## config.mk

```make
export PLATFORM = sky130hd
export DESIGN_NAME = lifo_stack_p
export DESIGN_NICKNAME = d
export VERILOG_FILES = /design/src/rtl/lifo_pkg.sv /design/src/rtl/lifo_ram.sv /design/src/rtl/lifo_stack_p.sv
export SDC_FILE = /design/constraint.sdc
export NUM_CORES = 1
export LEC_CHECK = 0
export BUFFER_PORTS_ARGS = -buffer_cell sky130_fd_sc_hd__buf_2
export CAP_MARGIN = 10
export CORE_ASPECT_RATIO = 1.25
export CORE_MARGIN = 2
export CORE_UTILIZATION = 60
export CTS_CLUSTER_SIZE = 16
export DETAILED_ROUTE_END_ITERATION = 12
export GPL_TIMING_DRIVEN = 0
export HOLD_SLACK_MARGIN = 0.15
export PLACE_DENSITY = 0.8
export REMOVE_ABC_BUFFERS = 1
export SYNTH_ARGS = -nofsm -noshare
export SYNTH_HDL_FRONTEND = slang
export SYNTH_SLANG_ARGS = --single-unit
```

## constraint.sdc

```tcl
create_clock -name clk -period 3.3 [get_ports clk]
set_clock_uncertainty 0.05 [all_clocks]
set_input_delay 0.66 -clock clk [delete_from_list [all_inputs] [get_ports clk]]
set_output_delay 0.66 -clock clk [all_outputs]
set_load 0.02 [all_outputs]
```

## src/rtl/lifo_pkg.sv

```systemverilog
// Shared definitions for the parametrised LIFO stack.
package lifo_pkg;

    // Default geometry, matching the legacy 4-bit / 16-entry stack.
    localparam int LIFO_DATA_W = 4;
    localparam int LIFO_DEPTH  = 16;

    // Encoding follows {push, pop}, so the request pair casts straight to an op.
    typedef enum logic [1:0] {
        OP_IDLE = 2'b00,
        OP_POP  = 2'b01,
        OP_PUSH = 2'b10,
        OP_SWAP = 2'b11
    } op_t;

endpackage

```

## src/rtl/lifo_ram.sv

```systemverilog
// Stack storage: one synchronous write port, one asynchronous read port.
// Contents are intentionally not reset.
module lifo_ram #(
    parameter int DATA_W = 4,
    parameter int DEPTH  = 16,
    parameter int AW     = 4
) (
    input  logic              clk,
    input  logic              we,
    input  logic [AW-1:0]     waddr,
    input  logic [DATA_W-1:0] wdata,
    input  logic [AW-1:0]     raddr,
    output logic [DATA_W-1:0] rdata
);

    logic [DATA_W-1:0] mem [DEPTH];

    // Write port; the read port below sees the new value from the next cycle.
    always_ff @(posedge clk) begin
        if (we) begin
            mem[waddr] <= wdata;
        end
    end

    assign rdata = mem[raddr];

endmodule

```

## src/rtl/lifo_stack_p.sv

```systemverilog
// Parametrised single-clock LIFO stack with registered pop data, top-replace
// (swap), occupancy flags and overflow/underflow reporting.
module lifo_stack_p
    import lifo_pkg::*;
#(
    parameter  int DATA_W   = LIFO_DATA_W,
    parameter  int DEPTH    = LIFO_DEPTH,
    parameter  int AF_LEVEL = DEPTH - 2,
    localparam int CNT_W    = $clog2(DEPTH + 1)
) (
    input  logic              clk,
    input  logic              rst,
    input  logic              clear,
    input  logic              push,
    input  logic              pop,
    input  logic              src_sel,
    input  logic [DATA_W-1:0] data_in,
    input  logic [DATA_W-1:0] pc_in,
    output logic [DATA_W-1:0] data_out,
    output logic              out_valid,
    output logic [CNT_W-1:0]  count,
    output logic              full,
    output logic              empty,
    output logic              almost_full,
    output logic              overflow,
    output logic              underflow,
    output logic              err
);

    localparam int AW = (DEPTH > 1) ? $clog2(DEPTH) : 1;

    op_t               op;
    logic [DATA_W-1:0] din;
    logic [CNT_W-1:0]  sp;
    logic [AW-1:0]     top_addr;
    logic [AW-1:0]     ram_waddr;
    logic              ram_we;
    logic [DATA_W-1:0] top_data;

    assign din = src_sel ? data_in : pc_in;
    assign op  = op_t'({push, pop});

    // Flags derive from the registered stack pointer only.
    assign count       = sp;
    assign full        = (sp == CNT_W'(DEPTH));
    assign empty       = (sp == '0);
    assign almost_full = (sp >= CNT_W'(AF_LEVEL));

    // Top-of-stack address; parked at 0 when empty so it never leaves the array.
    assign top_addr = empty ? '0 : AW'(sp - CNT_W'(1));

    // Write port control: push writes above the top, swap overwrites the top.
    always_comb begin
        ram_we    = 1'b0;
        ram_waddr = AW'(sp);
        case (op)
            OP_PUSH: ram_we = !full;
            OP_SWAP: begin
                ram_we    = !empty;
                ram_waddr = top_addr;
            end
            default: ram_we = 1'b0;
        endcase
        if (clear) begin
            ram_we = 1'b0;
        end
    end

    lifo_ram #(
        .DATA_W (DATA_W),
        .DEPTH  (DEPTH),
        .AW     (AW)
    ) u_ram (
        .clk   (clk),
        .we    (ram_we),
        .waddr (ram_waddr),
        .wdata (din),
        .raddr (top_addr),
        .rdata (top_data)
    );

    // Stack pointer, output register, error pulses and sticky error.
    always_ff @(posedge clk or posedge rst) begin
        if (rst) begin
            sp        <= '0;
            data_out  <= '0;
            out_valid <= 1'b0;
            overflow  <= 1'b0;
            underflow <= 1'b0;
            err       <= 1'b0;
        end else if (clear) begin
            sp        <= '0;
            out_valid <= 1'b0;
            overflow  <= 1'b0;
            underflow <= 1'b0;
            err       <= 1'b0;
        end else begin
            out_valid <= 1'b0;
            overflow  <= 1'b0;
            underflow <= 1'b0;
            // Sticky error picks up last cycle's pulses, one edge later.
            err       <= err | overflow | underflow;
            case (op)
                OP_PUSH: begin
                    if (full) begin
                        overflow <= 1'b1;
                    end else begin
                        sp <= sp + CNT_W'(1);
                    end
                end
                OP_POP: begin
                    if (empty) begin
                        underflow <= 1'b1;
                    end else begin
                        data_out  <= top_data;
                        out_valid <= 1'b1;
                        sp        <= sp - CNT_W'(1);
                    end
                end
                OP_SWAP: begin
                    // Empty swap passes the write data straight through.
                    data_out  <= empty ? din : top_data;
                    out_valid <= 1'b1;
                end
                default: begin
                end
            endcase
        end
    end

endmodule

```

==> metrics.cfg, run 1 <==
[synth]
ys_seq_area_frac=0.5894
ys_seq_elements=77
yosys-top-cells-area=edfxtp_1, dfrtp_1, mux2i_1
ys.flop_type=edfxtp_1
ys_async_sr_fraction=0.1688
syn_area_per_cell_um2=11.59
ys_top_cells_by_count=edfxtp_1, nor2_1, a21oi_1
ys_types=57
yosysMostFrequentCell=edfxtp_1
syn_area_mm2=0.003812
post-synth-top-area-cell=edfxtp_1
synth.top_cell.area_share=0.5041
yosys_warnings=0
synth_cells=329
synth-edff-count=64

[finish]
fin_util=0.7013
fin_area_mm2=0.004324
drive_gt1_frac=0.2444
final.fill_count=450
syn_to_final_growth_pct=13.42
num_antenna_cells=0
nets=368
stdcell_count=441

[worst_setup_path]
path_class=reg2out
start_kind=flop
worstReg2RegStart=count[0]
crit_arrival_ns=2.49
timing.rr.end=u_ram.mem[12][2]
r2r_slack_ns=0.11
end_kind=output port
cp_max_fo=18
r2r_cells=9
cp.required_ns=2.59

[timing]
max_slew_margin=0.2811
post-route-period-util=0.9691
finalSetupViolations=0
fmax_mhz=312.7
finalSetupTns_ns=0
final_max_slew_viol_count=0
worst_slew_pin_slew_ns=1.073
setup_ws_ns=0.1020
finalHoldViolCount=0
whs_ns=0.2853
fin_crit_ns=3.198

[power_and_ir_drop]
p_total_mw=3.051
vdd_drop_max_uv=365.6
powerDensity_mw_per_mm2=705.6
p_leak_nw=1.519

[cts]
cts_buffer_depth=2
clkSinkCount=77
root_buffer=clkbuf_8
cts_tree=done
clock_latency_ns=0.34
cts_buffers=9
h-tree-depth=3
clk_pin_slew_ns=0.08

[drt]
via_per_inst=6.440
wire_per_inst_um=20.28
drt-total-wl_um=8945
drt_first_pass_iters=7
ant_nets=0
drt_drc_violations_left=0
vias=2840
initialDrtViolationCount=351

[die]
core_mm2=0.006166
start_util=0.6183
num_io_pins=30
die-width_um=75.30
rows=32
die-area_mm2=0.007011
die_h_um=93.12

[outcome]
outcome=complete, no violations

[place]
placed_area_mm2=0.003964
pre_cts_slack_ns=-2.035
dp_hpwl_um=5995
place_congestion=0.9669
port_buffers=29
placed_cells=423

[global_routing]
grt_pass1_vias=2612
gr-total-overflow=0
grtUsageTotal=0.2661
antenna_found_initial=0
grt_max_degree=28
grt_pass1_wl_um=13460

[flow_run]
drv_cap=0

[min_path]
min_path_type=in2async

cell type report:
cell class                      count  area (um2)  area share
Clock inverter                      6       87.58     0.02025
Clock buffer                       10       127.6     0.02951
Timing Repair Buffer               32       181.4     0.04196
Sequential cell                    77        2251      0.5205
Inverter                           12       48.80     0.01128
Tap cell                           85       106.4     0.02459
Multi-Input combinational cell    219        1521      0.3519
logic make-up (layout without fill, tap and decap cells):
| kind of cell | Yosys count | after routing | synth area share |
|---|---|---|---|
| simple gates | 104 | 104 | 0.1326 |
| mux | 24 | 24 | 0.06892 |
| fa+ha+maj | 3 | 3 | 0.009847 |
| compound gates | 85 | 85 | 0.1510 |
| flops | 77 | 77 | 0.5894 |
| xor+xnor | 3 | 3 | 0.006893 |
| buf+inv | 33 | 60 | 0.04135 |
sequential cells by signal, summed over array words and instances (netlist names):
name / count
err: 1
out_valid: 1
count: 5
u_ram.mem: 64
overflow: 1
data_out: 4
underflow: 1
layout by cell type (no fill, tap or decap), types with 7 or more instances in the layout:
| cell | count |
|---|---|
| nand2_1 | 17 |
| o21ai_0 | 10 |
| mux2_2 | 8 |
| nor2_4 | 7 |
| nor3_1 | 10 |
| buf_2 | 29 |
| edfxtp_1 | 64 |
| mux2i_1 | 15 |
| nand3_1 | 10 |
| inv_1 | 10 |
| nor2b_1 | 8 |
| nor2_1 | 19 |
| o31ai_1 | 8 |
| a21oi_1 | 26 |
| nor2_2 | 10 |
| dfrtp_1 | 12 |
| clkbuf_8 | 10 |
layer usage:
metal,GRT usage,up-vias,wire (um)
met5,0,-,0
met4,0.1111,0,218
met3,0.06250,24,647
met2,0.4181,147,4435
met1,0.3515,1370,3643
li1,-,1299,-
timing repair:
action,CTS,global route
setup buffers,1,1
resized for setup,13,22
hold buffers,0,0
endpoints found under the setup margin,79,66
critical path: stages, from the launching register on:
cell      delay [ns]
dfrtp_4         0.57
clkinv_2        0.19
ha_4            0.30
or4b_4          0.64
inv_4           0.22
buf_2           0.20
worst max-delay path by stage:
stage | from | to | slack (ns)
after floorplan | count[0] | u_ram.mem[2][0] | -0.64
after global placement | count[0] | u_ram.mem[11][3] | -1.90
after detailed placement | count[0] | u_ram.mem[10][3] | -2.03
after CTS | count[0] | u_ram.mem[15][1] | -0.02
after global routing | count[0] | u_ram.mem[12][1] | -0.0005
final | count[0] | empty | 0.10
power by group:
group          internal (mW)  switching (mW)  total, mW
clock                  0.424           0.330      0.755
combinational          0.389           0.707       1.10
sequential              1.12          0.0822       1.20
Note: power is estimated with default switching activity, not from simulation.
==> run 2: changes to the inputs <==
--- a/config.mk
+++ b/config.mk
@@ -14,7 +14,7 @@
 export DETAILED_ROUTE_END_ITERATION = 12
 export GPL_TIMING_DRIVEN = 0
 export HOLD_SLACK_MARGIN = 0.15
-export PLACE_DENSITY = 0.8
+export PLACE_DENSITY = 0.84
 export REMOVE_ABC_BUFFERS = 1
 export SYNTH_ARGS = -nofsm -noshare
 export SYNTH_HDL_FRONTEND = slang
==> run 2 against run 1 <==
Against the previous run: maximum frequency decreased by 0.68%; sequential share of layout area up 0.24 points; register-to-register slack is essentially flat; critical path type unchanged; critical endpoint unchanged.
==> metrics.cfg, run 2 (synthesis results as in run 1) <==
[global_routing]
gr-total-overflow=0  ; unchanged
grt_pass1_vias=2860  ; +9.5%
grtUsageTotal=0.2927  ; +0.02669
antenna_found_initial=0  ; unchanged
grt_max_degree=28  ; unchanged
grt_pass1_wl_um=14790  ; +9.9%

[worst_setup_path]
crit_arrival_ns=2.51  ; +0.02 ns
cp_max_fo=20  ; +2
path_class=reg2out
cp_slowest_cell=or4b_4
start_kind=flop
cpPeakStageDelay_ns=0.65  ; about the same
crit_chain=inv_4, ha_4, or4b_4, clkinv_4, buf_2
crit_buf_inv=3  ; unchanged
end_kind=output port
cp.required_ns=2.59  ; about the same
cp_top_family=simple AND/OR/NAND/NOR gates

[place]
port_buffers=29  ; unchanged
place_congestion=0.9643  ; -0.27%
dp_hpwl_um=6180  ; +3.1%
placed_cells=423  ; unchanged
pre_cts_slack_ns=-2.253  ; -0.2178 ns

[die]
die-area_mm2=0.007011  ; unchanged
rows=32  ; unchanged
die_h_um=93.12  ; unchanged
num_io_pins=30  ; unchanged
core_mm2=0.006166  ; unchanged
die-width_um=75.30  ; unchanged
start_util=0.6183  ; unchanged

[finish]
num_antenna_cells=0  ; unchanged
syn_to_final_growth_pct=12.90
final_cell_mix=edfxtp_1, buf_2, a21oi_1
largest_reg_flops=64  ; unchanged
layout_commonest_cell=edfxtp_1
final.fill_count=468  ; +4.0%
stdcell_count=440  ; -0.23%
fin_util=0.6981  ; -0.003247
nets=367  ; -0.27%
drive_gt1_frac=0.2451  ; +0.0006884
regMostFlops=u_ram.mem

[cts]
postCtsHoldBufs=0  ; unchanged
clkSinkCount=77  ; unchanged
cts_buffers=9  ; unchanged
cts_tree=done
clk_pin_slew_ns=0.08  ; about the same
cts_buffer_depth=2  ; unchanged
clock_latency_ns=0.36  ; +0.02 ns
root_buffer=clkbuf_8
h-tree-depth=3  ; unchanged

[min_path]
min_path_type=in2async

[outcome]
outcome=complete, no violations

[timing]
fin_crit_ns=3.220  ; +0.02200 ns
final_max_slew_viol_count=0  ; unchanged
post-route-period-util=0.9758  ; +0.006666
max_slew_margin=0.3922  ; +0.1110
fmax_mhz=310.6  ; -0.68%
finalSetupViolations=0  ; unchanged
whs_ns=0.2789  ; -0.006377 ns
setup_ws_ns=0.07999  ; -0.02200 ns
worst_slew_pin_slew_ns=0.9075  ; -0.1658 ns
finalHoldViolCount=0  ; unchanged
finalSetupTns_ns=0  ; unchanged

[flow_run]
drv_cap=0  ; unchanged

[drt]
ant_nets=0  ; unchanged
wire_per_inst_um=21.46  ; +5.8%
drt-total-wl_um=9443  ; +5.6%
initialDrtViolationCount=374  ; +6.6%
vias=2943  ; +3.6%
via_per_inst=6.689  ; +3.9%
drt_first_pass_iters=5  ; -2
drt_drc_violations_left=0  ; unchanged

[power_and_ir_drop]
powerDensity_mw_per_mm2=698.8  ; -0.97%
p_leak_nw=1.505  ; -0.90%
vdd_drop_max_uv=393.0  ; +7.5%

==> run 2: worst paths after layout <==
check                             endpoint  cells past startpoint  slack, ns  startpoint
setup / recovery                     empty                      5       0.08    count[0]
hold / removal                 data_out[0]                      2       0.28         rst
setup reg to reg           u_ram.mem[8][2]                      9       0.11    count[0]
hold reg to reg                        err                      2       0.47   underflow
max in group asynchronous         count[0]                      2       2.51         rst
min in group clk                       err                      2       0.47   underflow
==> run 2: what timing repair did <==
item	CTS	global route
pin swaps	0	0
gates cloned	0	0
buffers inserted	1	0
endpoints found under the setup margin	79	71
endpoints found under the hold margin	0	0
resized for setup	19	21
==> run 2: where the power goes <==
group	leakage [nW]	switching [mW]	total, mW	internal (mW)
combinational	0.674	0.714	1.10	0.386
clock	0.0903	0.352	0.700	0.348
sequential	0.741	0.0893	1.21	1.12
==> run 2: final cells by class <==
class / instances / area, um2 / area share
tap: 85 / 106.4 / 0.02471
timing repair buffer: 31 / 163.9 / 0.03808
clock inverter: 6 / 62.56 / 0.01453
multi-input combinational: 219 / 1540 / 0.3578
clock buffer: 10 / 127.6 / 0.02965
sequential: 77 / 2251 / 0.5230
inverter: 12 / 52.55 / 0.01221
==> run 2: metrics by stage <==
step	area (um2)	power [mW]
6_report	4304	3.008
5_1_grt	4304	3.148
4_1_cts	4219	2.958
3_5_place_dp	3960	2.206
3_3_place_gp	3953	2.170
2_1_floorplan	3701	1.893
==> run 2: routing by layer <==
layer | vias up | track usage | wire (um)
li1 | 1294 | - | -
met1 | 1372 | 0.3731 | 3564
met2 | 220 | 0.4587 | 4464
met3 | 57 | 0.05711 | 830
met4 | 0 | 0.1681 | 583
met5 | - | 0 | 0
